### config.mk
export PLATFORM = sky130hd
export DESIGN_NAME = prog_sequence_detector
export DESIGN_NICKNAME = d
export VERILOG_FILES = /design/src/rtl/prog_sequence_detector.sv
export SDC_FILE = /design/constraint.sdc
export NUM_CORES = 1
export LEC_CHECK = 0
export CELL_PAD_IN_SITES_DETAIL_PLACEMENT = 0
export CELL_PAD_IN_SITES_GLOBAL_PLACEMENT = 1
export CORE_AREA = 2 2 95 97
export DETAILED_ROUTE_END_ITERATION = 8
export DIE_AREA = 0 0 97 99
export HOLD_SLACK_MARGIN = 0.02
export PLACE_DENSITY = 0.78
export SKIP_CTS_REPAIR_TIMING = 1
export SLEW_MARGIN = 25
export SYNTH_ARGS = -nofsm -noshare
export SYNTH_HDL_FRONTEND = slang
export SYNTH_SLANG_ARGS = --single-unit
export TNS_END_PERCENT = 5
### constraint.sdc
create_clock -name clk -period 2.7 [get_ports clk]
set_input_delay 0.54 -clock clk [delete_from_list [all_inputs] [get_ports clk]]
set_output_delay 0.54 -clock clk [all_outputs]
set_load 0.005 [all_outputs]
### src/rtl/prog_sequence_detector.sv
// rtl/prog_sequence_detector.sv - programmable symbol sequence detector with saturating match counter
module prog_sequence_detector #(
    parameter int DATA_W  = 3,
    parameter int MAX_LEN = 8,
    parameter int CNT_W   = 8,
    localparam int AW = $clog2(MAX_LEN),
    localparam int LW = $clog2(MAX_LEN + 1)
) (
    input  logic              clk,
    input  logic              reset,
    input  logic              in_valid,
    input  logic [DATA_W-1:0] data,
    input  logic              cfg_we,
    input  logic [AW-1:0]     cfg_addr,
    input  logic [DATA_W-1:0] cfg_data,
    input  logic [LW-1:0]     cfg_len,
    input  logic              overlap_en,
    input  logic              count_clr,
    output logic              sequence_found,
    output logic [CNT_W-1:0]  match_count
);

    localparam logic [AW-1:0] FILL_MAX = AW'(MAX_LEN - 1);

    logic [DATA_W-1:0] pat  [MAX_LEN];
    logic [DATA_W-1:0] hist [MAX_LEN-1];
    logic [AW-1:0]     fill;
    logic [MAX_LEN:1]  cand;
    logic [MAX_LEN:1]  len_sel;
    logic              len_ok;
    logic              accept;
    logic              hit;

    // Power-on pattern inherited from the fixed-sequence detector this block replaces.
    function automatic logic [DATA_W-1:0] legacy_sym(input int idx);
        logic [2:0] v;
        case (idx)
            0:       v = 3'b001;
            1:       v = 3'b101;
            2:       v = 3'b110;
            3:       v = 3'b000;
            4:       v = 3'b110;
            5:       v = 3'b110;
            6:       v = 3'b011;
            7:       v = 3'b101;
            default: v = 3'b000;
        endcase
        return DATA_W'(v);
    endfunction

    assign accept = in_valid && !cfg_we;

    for (genvar i = 0; i < MAX_LEN; i++) begin : g_pat
        logic [DATA_W-1:0] slot;

        always_ff @(posedge clk or posedge reset) begin
            if (reset) begin
                slot <= legacy_sym(i);
            end else if (cfg_we && (cfg_addr == AW'(i))) begin
                slot <= cfg_data;
            end
        end

        assign pat[i] = slot;
    end

    for (genvar k = 0; k < MAX_LEN - 1; k++) begin : g_hist
        logic [DATA_W-1:0] slot;

        if (k == 0) begin : g_head
            always_ff @(posedge clk or posedge reset) begin
                if (reset) begin
                    slot <= '0;
                end else if (accept) begin
                    slot <= data;
                end
            end
        end else begin : g_tail
            always_ff @(posedge clk or posedge reset) begin
                if (reset) begin
                    slot <= '0;
                end else if (accept) begin
                    slot <= hist[k-1];
                end
            end
        end

        assign hist[k] = slot;
    end

    // One candidate comparator per possible length; cfg_len merely selects one,
    // so length changes take effect immediately without touching history.
    for (genvar l = 1; l <= MAX_LEN; l++) begin : g_len
        logic [MAX_LEN-2:0] eq;

        for (genvar j = 0; j < MAX_LEN - 1; j++) begin : g_cmp
            if (j < l - 1) begin : g_used
                assign eq[j] = (hist[j] == pat[l-2-j]);
            end else begin : g_unused
                assign eq[j] = 1'b1;
            end
        end

        assign cand[l]    = (int'(fill) >= l - 1) && (data == pat[l-1]) && (&eq);
        assign len_sel[l] = (cfg_len == LW'(l));
    end

    assign len_ok         = |len_sel;
    assign hit            = |(cand & len_sel);
    assign sequence_found = !reset && in_valid && len_ok && hit;

    // A pattern write or a non-overlapping match restarts the history window.
    always_ff @(posedge clk or posedge reset) begin
        if (reset) begin
            fill <= '0;
        end else if (cfg_we || (sequence_found && !overlap_en)) begin
            fill <= '0;
        end else if (accept && (fill != FILL_MAX)) begin
            fill <= fill + 1'b1;
        end
    end

    always_ff @(posedge clk or posedge reset) begin
        if (reset) begin
            match_count <= '0;
        end else if (count_clr) begin
            match_count <= '0;
        end else if (sequence_found && (match_count != {CNT_W{1'b1}})) begin
            match_count <= match_count + 1'b1;
        end
    end

endmodule

==> impl_results.md, run 1 <==
* Final HPWL DP at between 7000 and 8000 um
* Placed cells at between 500 and 600
* Largest net degree at the start of global routing at 57
* Final instance area at 4890 um^2
* First-pass GRT wire length at between 15000 and 20000 um
* Seq/Total Area, Yosys at around a third
* Arrival time at the worst endpoint at around 2200 ps
* Fin crit share at 101%
* Run status: complete, but fails checks
* Fin Clk Skew at approximately 9 ps
* CTS H-tree depth at 2
* Ys flop type: dfrtp_1
* Yosys reg bits at 56
* Critical path, cell by cell: buf_12, xor2_1, nor4_2, nand4_1, nand4_1, a211oi_2, nor2_1, buf_2
* Crit path time final at approximately 2700 ps
* Power Total at 3.40 mW
* Slowest-stage cell, CP: dfrtp_1
* DRT Pass-1 Iters at 4
* M1 wire length at 4770 um
* Final Non-Filler Cells at between 500 and 600
* Gr ovfl total at 0
* Row Count at 34
* Syn_nets at 403
* Clock Latency Late Sink at 320 ps
* HP Class: flop to flop
* CTS sink count at 56
* Clock root buffer: clkbuf_8
* Drt first-iter violations at ~170
* Syn Inst Count at 378
* Ports at 28
* # setup viols final at 1
* Syn avg cell area at about 11 um^2
* Met3 wire len at ~500 um
* Clock Pin Slew Worst Setup and Hold Paths at roughly 110 ps
* Final worst setup slack at -22.4 ps
* Unrepaired setup endpoints after global routing: yes
* Post-synth ARST share at between 90% and 100%
* CP endpoint kind: output port
* Wire length on met2 at between 4000 and 5000 um
* Crit path kind: flop to output port
* Max incr delay on CP at roughly 510 ps
* Gr usage total at between 20% and 30%
* Die Y-Extent at 99 um
* Post-layout util at 57.2%
* Core box area at approximately 8600 um^2
* Leading area contributor after synthesis: dfrtp_1
* Slew margin rel. at ~53%
* Critical path fanouts, max at 5
* Ys Warns at 0
* Final wirelength at roughly 10000 um
* DRC at 0
* Mapped Area at between 4000 and 5000 um^2
* Worst Setup Start Kind: flop
* Final Hold Vio Count at 0
* Vias in the first global route at 2952
* Number of max-cap violations at 0
* Worst VDD drop at about 340 uV
* Synth area leaders: dfrtp_1, xor2_1, mux2_2, xnor2_1, dfstp_2
* Max-slew violations at 0
* Cell Pwr Density at around 690 nW/um^2
* Antenna violations before repair at 0
* Setup total negative slack at -22.4 ps
* CTS tree: yes
* Routed vias/inst at 5.57
* WP data required at approximately 2200 ps
* Cell with the most instances on the worst path: nand4_1
* Gpl congestion at ~0.9
* Share of the synthesized area in the top cell type at roughly 27%
* Starting Density at between 40% and 50%
* Layout cells sized above 1 at a little under two fifths
* Port Buf Inserts at 27
* Worst-case clock buffer depth at 2
* Number of synthesized flops with an enable pin at 0
* Die area at approximately 9600 um^2
* Antenna viol nets, final at 0
* Yosys cell types at 39
* Vias at approximately 3000
* Worst slew pin tran at around 700 ps
* Failing checks: negative setup slack
* Nets at between 400 and 500
* Top sig layer: met4
* Die W at about 97 um
* ANT cells at 0
* Area growth syn-to-layout at 21.8%
* Placed cell areas at roughly 4500 um^2
* FMAX at 367 MHz
* WL per Instance at between 15 and 20 um
* CTS Buf Count at 5
* Pleak at roughly 2.0 nW
==> layout by cell type, fill, tap and decap left out, drive strengths merged, types with 10 or more instances in the layout <==
master	netlist	layout
dfrtp	43	43
clkdlybuf4s50	0	19
buf	34	55
dfstp	13	13
nor2	10	10
nor3	12	12
mux2	46	46
xor2	58	58
xnor2	52	52
nor4	19	19
nand4	17	17
==> metal layers <==
metal | GRT usage, % | up-vias
li1 | - | 1412
met1 | 30.0 | 1489
met2 | 33.0 | 93
met3 | 2.62 | 16
met4 | 5.85 | 0
met5 | 0 | -
==> final cells by class <==
type,count,area [um^2]
fill,733,3660
timing repair buffer,82,757
multi-input combinational,281,2450
tap,108,135
inverter,5,22.5
clock buffer,6,82.6
sequential,56,1430
clock inverter,2,17.5
==> stage by stage <==
| step | worst slack, ps | hold WS [ps] |
|---|---|---|
| 3_5_place_dp | -538 | 518 |
| 4_1_cts | -534 | 551 |
| 2_1_floorplan | 221 | 501 |
| 6_report | -22.4 | 549 |
| 5_1_grt | -78.5 | 562 |
| 3_3_place_gp | -535 | 512 |
==> final timing paths <==
| check | startpoint | end | slack [ps] | cells past startpoint |
|---|---|---|---|---|
| max | g_pat[2].slot[0] | sequence_found | -20 | 8 |
| min reg2reg | g_hist[6].slot[1] | g_hist[6].slot[1] | 550 | 1 |
| min | g_hist[6].slot[1] | g_hist[6].slot[1] | 550 | 1 |
| max in group asynchronous | reset | g_hist[0].slot[2] | 1310 | 3 |
| min in group asynchronous | reset | match_count[5] | 870 | 3 |
| max reg2reg | g_pat[2].slot[0] | match_count[5] | 120 | 9 |
==> power breakdown <==
part / internal (mW) / total (mW) / switching (mW)
Clock: 0.216 / 0.515 / 0.299
Sequential: 1.08 / 1.51 / 0.436
Combinational: 0.803 / 1.37 / 0.567
==> critical path, delay by kind of cell (launching register included) <==
| family | cells | cell delay (ps) |
|---|---|---|
| and+or+nand+nor | 4 | 820 |
| DFF | 1 | 510 |
| buffers and inverters | 2 | 300 |
| xor gates and xnor gates | 1 | 150 |
| AOI/OAI and AO/OA | 1 | 80 |
==> sequential cells by signal (all words and copies together), names as in the netlist <==
register	cells
fill	3
g_pat.slot	24
g_hist.slot	21
match_count	8
==> synth_stat cells (3+ instances only) <==
| library cell | n |
|---|---|
| dfstp_2 | 13 |
| nand4_1 | 17 |
| buf_4 | 9 |
| nor2_1 | 10 |
| mux2_2 | 45 |
| nand3_1 | 9 |
| nor3b_1 | 3 |
| nand4b_1 | 4 |
| nand2_1 | 6 |
| xnor2_1 | 52 |
| nand2b_1 | 6 |
| buf_2 | 10 |
| xor2_1 | 58 |
| nor3_1 | 12 |
| a21oi_1 | 6 |
| buf_6 | 12 |
| or4_1 | 4 |
| o31ai_1 | 4 |
| ha_1 | 6 |
| nor4_1 | 19 |
| inv_1 | 5 |
| and3_1 | 4 |
| dfrtp_1 | 43 |
==> logic make-up (layout without fill, tap and decap cells) <==
group,Yosys count,count (layout),synth area share [%]
flip-flops,56,56,35.3
XOR/XNOR,110,110,24.0
buffers and inverters,41,95,7.79
multiplexers,48,48,13.4
adder cells (fa/ha/maj),6,6,1.87
AND/OR/NAND/NOR,99,99,14.5
AO/OA/AOI/OAI,18,18,3.18
No activity file was read; power rests on OpenSTA's default activity.
==> run 2, diff against run 1 <==
PLACE_DENSITY = 0.91   (was 0.78)
==> run 2 against run 1 <==
  * The flow now finishes without violations
  * Register-to-register slack better by 70 ps
  * Combinational power fell by 5%
  * Final cell count is 3.0% lower
  * Hold slack got worse by 8.2 ps
  * Global-route usage decreased by 0.92 points
==> impl_results.md, run 2 (synthesis results as in run 1) <==
* Routed vias/inst at 5.72 (+2.5%)
* Max incr delay on CP at 730 ps (+220 ps)
* Row Count at 34 (unchanged)
* # setup viols final at 0 (-1)
* Critical path, cell by cell: xor2_2, nor4_2, nand4_1, o21ai_2, a211oi_4, nor2_1, dlymetal6s2s_1
* Largest registers: g_pat.slot (24), g_hist.slot (21), match_count (8)
* GRT met2 Usage at 31.6% (-1.4 points)
* Starting Density at 47.0% (unchanged)
* WHS Path Cells at 1 (unchanged)
* Crit path time final at 2660 ps (-60.9 ps)
* Gr usage total at 19.9% (-0.92 points)
* Die area at 9600 um^2 (unchanged)
* Vias at 2995 (-0.50%)
* Crit path kind: flop to output port
* Most common cell after layout, fill and taps aside: xor2_1
* CTS tree: yes
* Slew margin rel. at 55.0% (+1.6 points)
* DRC at 0 (unchanged)
* HP Class: flop to flop
* Port Buf Inserts at 27 (unchanged)
* M3 GR Usage at 2.98% (+0.35 points)
* Clock Latency Late Sink at 310 ps (about the same)
* Fin Clk Skew at 4.37 ps (-4.85 ps)
* Max-slew violations at 0 (unchanged)
* Vias in the first global route at 2939 (-0.44%)
* CTS sink count at 56 (unchanged)
* CTS H-tree depth at 2 (unchanged)
* CP endpoint kind: output port
* Worst-case clock buffer depth at 2 (unchanged)
* Slowest-stage cell, CP: dfstp_2
* Hold Path End: g_hist[6].slot[0]
* Final Hold Vio Count at 0 (unchanged)
* Flop2flop setup slack at 190 ps (+70 ps)
* Critical path fanouts, max at 8 (+3)
* Antenna violations before repair at 0 (unchanged)
* Cell Pwr Density at 707 nW/um^2 (+1.9%)
* CTS Buf Count at 5 (unchanged)
* Worst Setup Start Kind: flop
* Core box area at 8550 um^2 (unchanged)
* Final HPWL DP at 7050 um (-3.6%)
* Highest-count cells in the layout ignoring fill and taps: xor2_1, xnor2_1, mux2_2
* DRT Pass-1 Iters at 4 (unchanged)
* Layout cells sized above 1 at 32.0% (-4.8 points)
* Most Crowded Layer GR: met2
* Area growth syn-to-layout at 18.2%
* FMAX at 376 MHz (+2.3%)
* Met1 Use GR at 27.7% (-2.3 points)
* RR Startpoint: g_pat[1].slot[0]
* Worst r2r path cells at 8 (-1)
* WL per Instance at 18.1 um (-3.6%)
* Pleak at 1.90 nW (-3.1%)
* Largest net degree at the start of global routing at 57 (unchanged)
* Arrival time at the worst endpoint at 2120 ps (-60 ps)
* Worst VDD drop at 522 uV (+51%)
* Die W at 97 um (unchanged)
* First-pass GRT wire length at 15300 um (-3.1%)
* Gr ovfl total at 0 (unchanged)
* Fin crit share at 98.6% (-2.3 points)
* Run status: completed
* Worst R2R End: match_count[5]
* Final wirelength at 9480 um (-6.5%)
* Min-delay src: g_hist[6].slot[0]
* WP data required at 2160 ps (about the same)
* Placed cell areas at 4380 um^2 (-1.8%)
* Antenna viol nets, final at 0 (unchanged)
* Number of max-cap violations at 0 (unchanged)
* Nets at 440 (-3.5%)
* Die Y-Extent at 99 um (unchanged)
* Drt first-iter violations at 162 (-5.8%)
* Setup total negative slack at 0 ps (+22.4 ps)
* Clock root buffer: clkbuf_8
* Clock Pin Slew Worst Setup and Hold Paths at 100 ps (about the same)
* Final instance area at 4750 um^2 (-3.0%)
* Reg with most FFs: g_pat.slot
* Largest register FFs at 24 (unchanged)
* Gpl congestion at 1.05 (+19%)
* Ports at 28 (unchanged)
* Power Total at 3.36 mW (-1.2%)
* Worst slew pin tran at 675 ps (-23.8 ps)
* ANT cells at 0 (unchanged)
run 2: cell types whose count changed in the layout (fill, tap and decap cells not counted), moves of 4 or more:
cell / before / now
buf_4: 47 / 35
buf_6: 5 / 1
nor4_1: 12 / 8
nor4_2: 7 / 11
xor2_1: 53 / 57
xor2_2: 5 / 1
run 2: metal layers:
layer | routed length [um] | vias to the layer above
met5 | 0 | -
met4 | 271 | 0
met3 | 427 | 24
met2 | 4510 | 87
met1 | 4270 | 1495
li1 | - | 1389
run 2: worst max-delay path: cells and delay by family, from the launching register on:
kind,cells,cell delay (ps)
xor gates and xnor gates,1,130
DFF,1,730
buffers and inverters,1,140
AOI/OAI and AO/OA,2,200
and+or+nand+nor,3,600
run 2: worst max path at each step:
stage                                 to  slack, ps        startpoint
after CTS                 sequence_found       -530           data[1]
after global routing      sequence_found        -70  g_pat[1].slot[0]
after global placement    sequence_found       -530           data[1]
after floorplan           match_count[7]        220             reset
final                     sequence_found         40  g_pat[1].slot[0]
after detailed placement  sequence_found       -520           data[1]
run 2: cell type report:
type | instances | area [um^2]
Fill cell | 731 | 3800
Multi-Input combinational cell | 281 | 2430
Sequential cell | 56 | 1420
Timing Repair Buffer | 66 | 609
Tap cell | 108 | 135
Clock buffer | 8 | 123
Inverter | 5 | 22.5
run 2: per-stage QoR:
stage	utilization, %	hold WS (ps)	std cells	worst slack [ps]
after floorplan	-	501	378	221
after global placement	51.3	515	507	-528
after detailed placement	51.3	521	507	-520
after CTS	52.7	545	515	-531
after global routing	55.5	566	524	-67.4
final	55.5	541	524	38.4
run 2: power by group:
part           internal (mW)  total [mW]  leakage (nW)  switching (mW)
Clock                  0.296       0.568        0.0618           0.272
Sequential              1.07        1.49         0.667           0.421
Combinational          0.733        1.30          1.17           0.563
==> run 3, diff against run 2 <==
CAP_MARGIN = 10   (was not set)
==> results of run 3 <==
The final DEF is identical to that of run 2; final timing and power are the same.
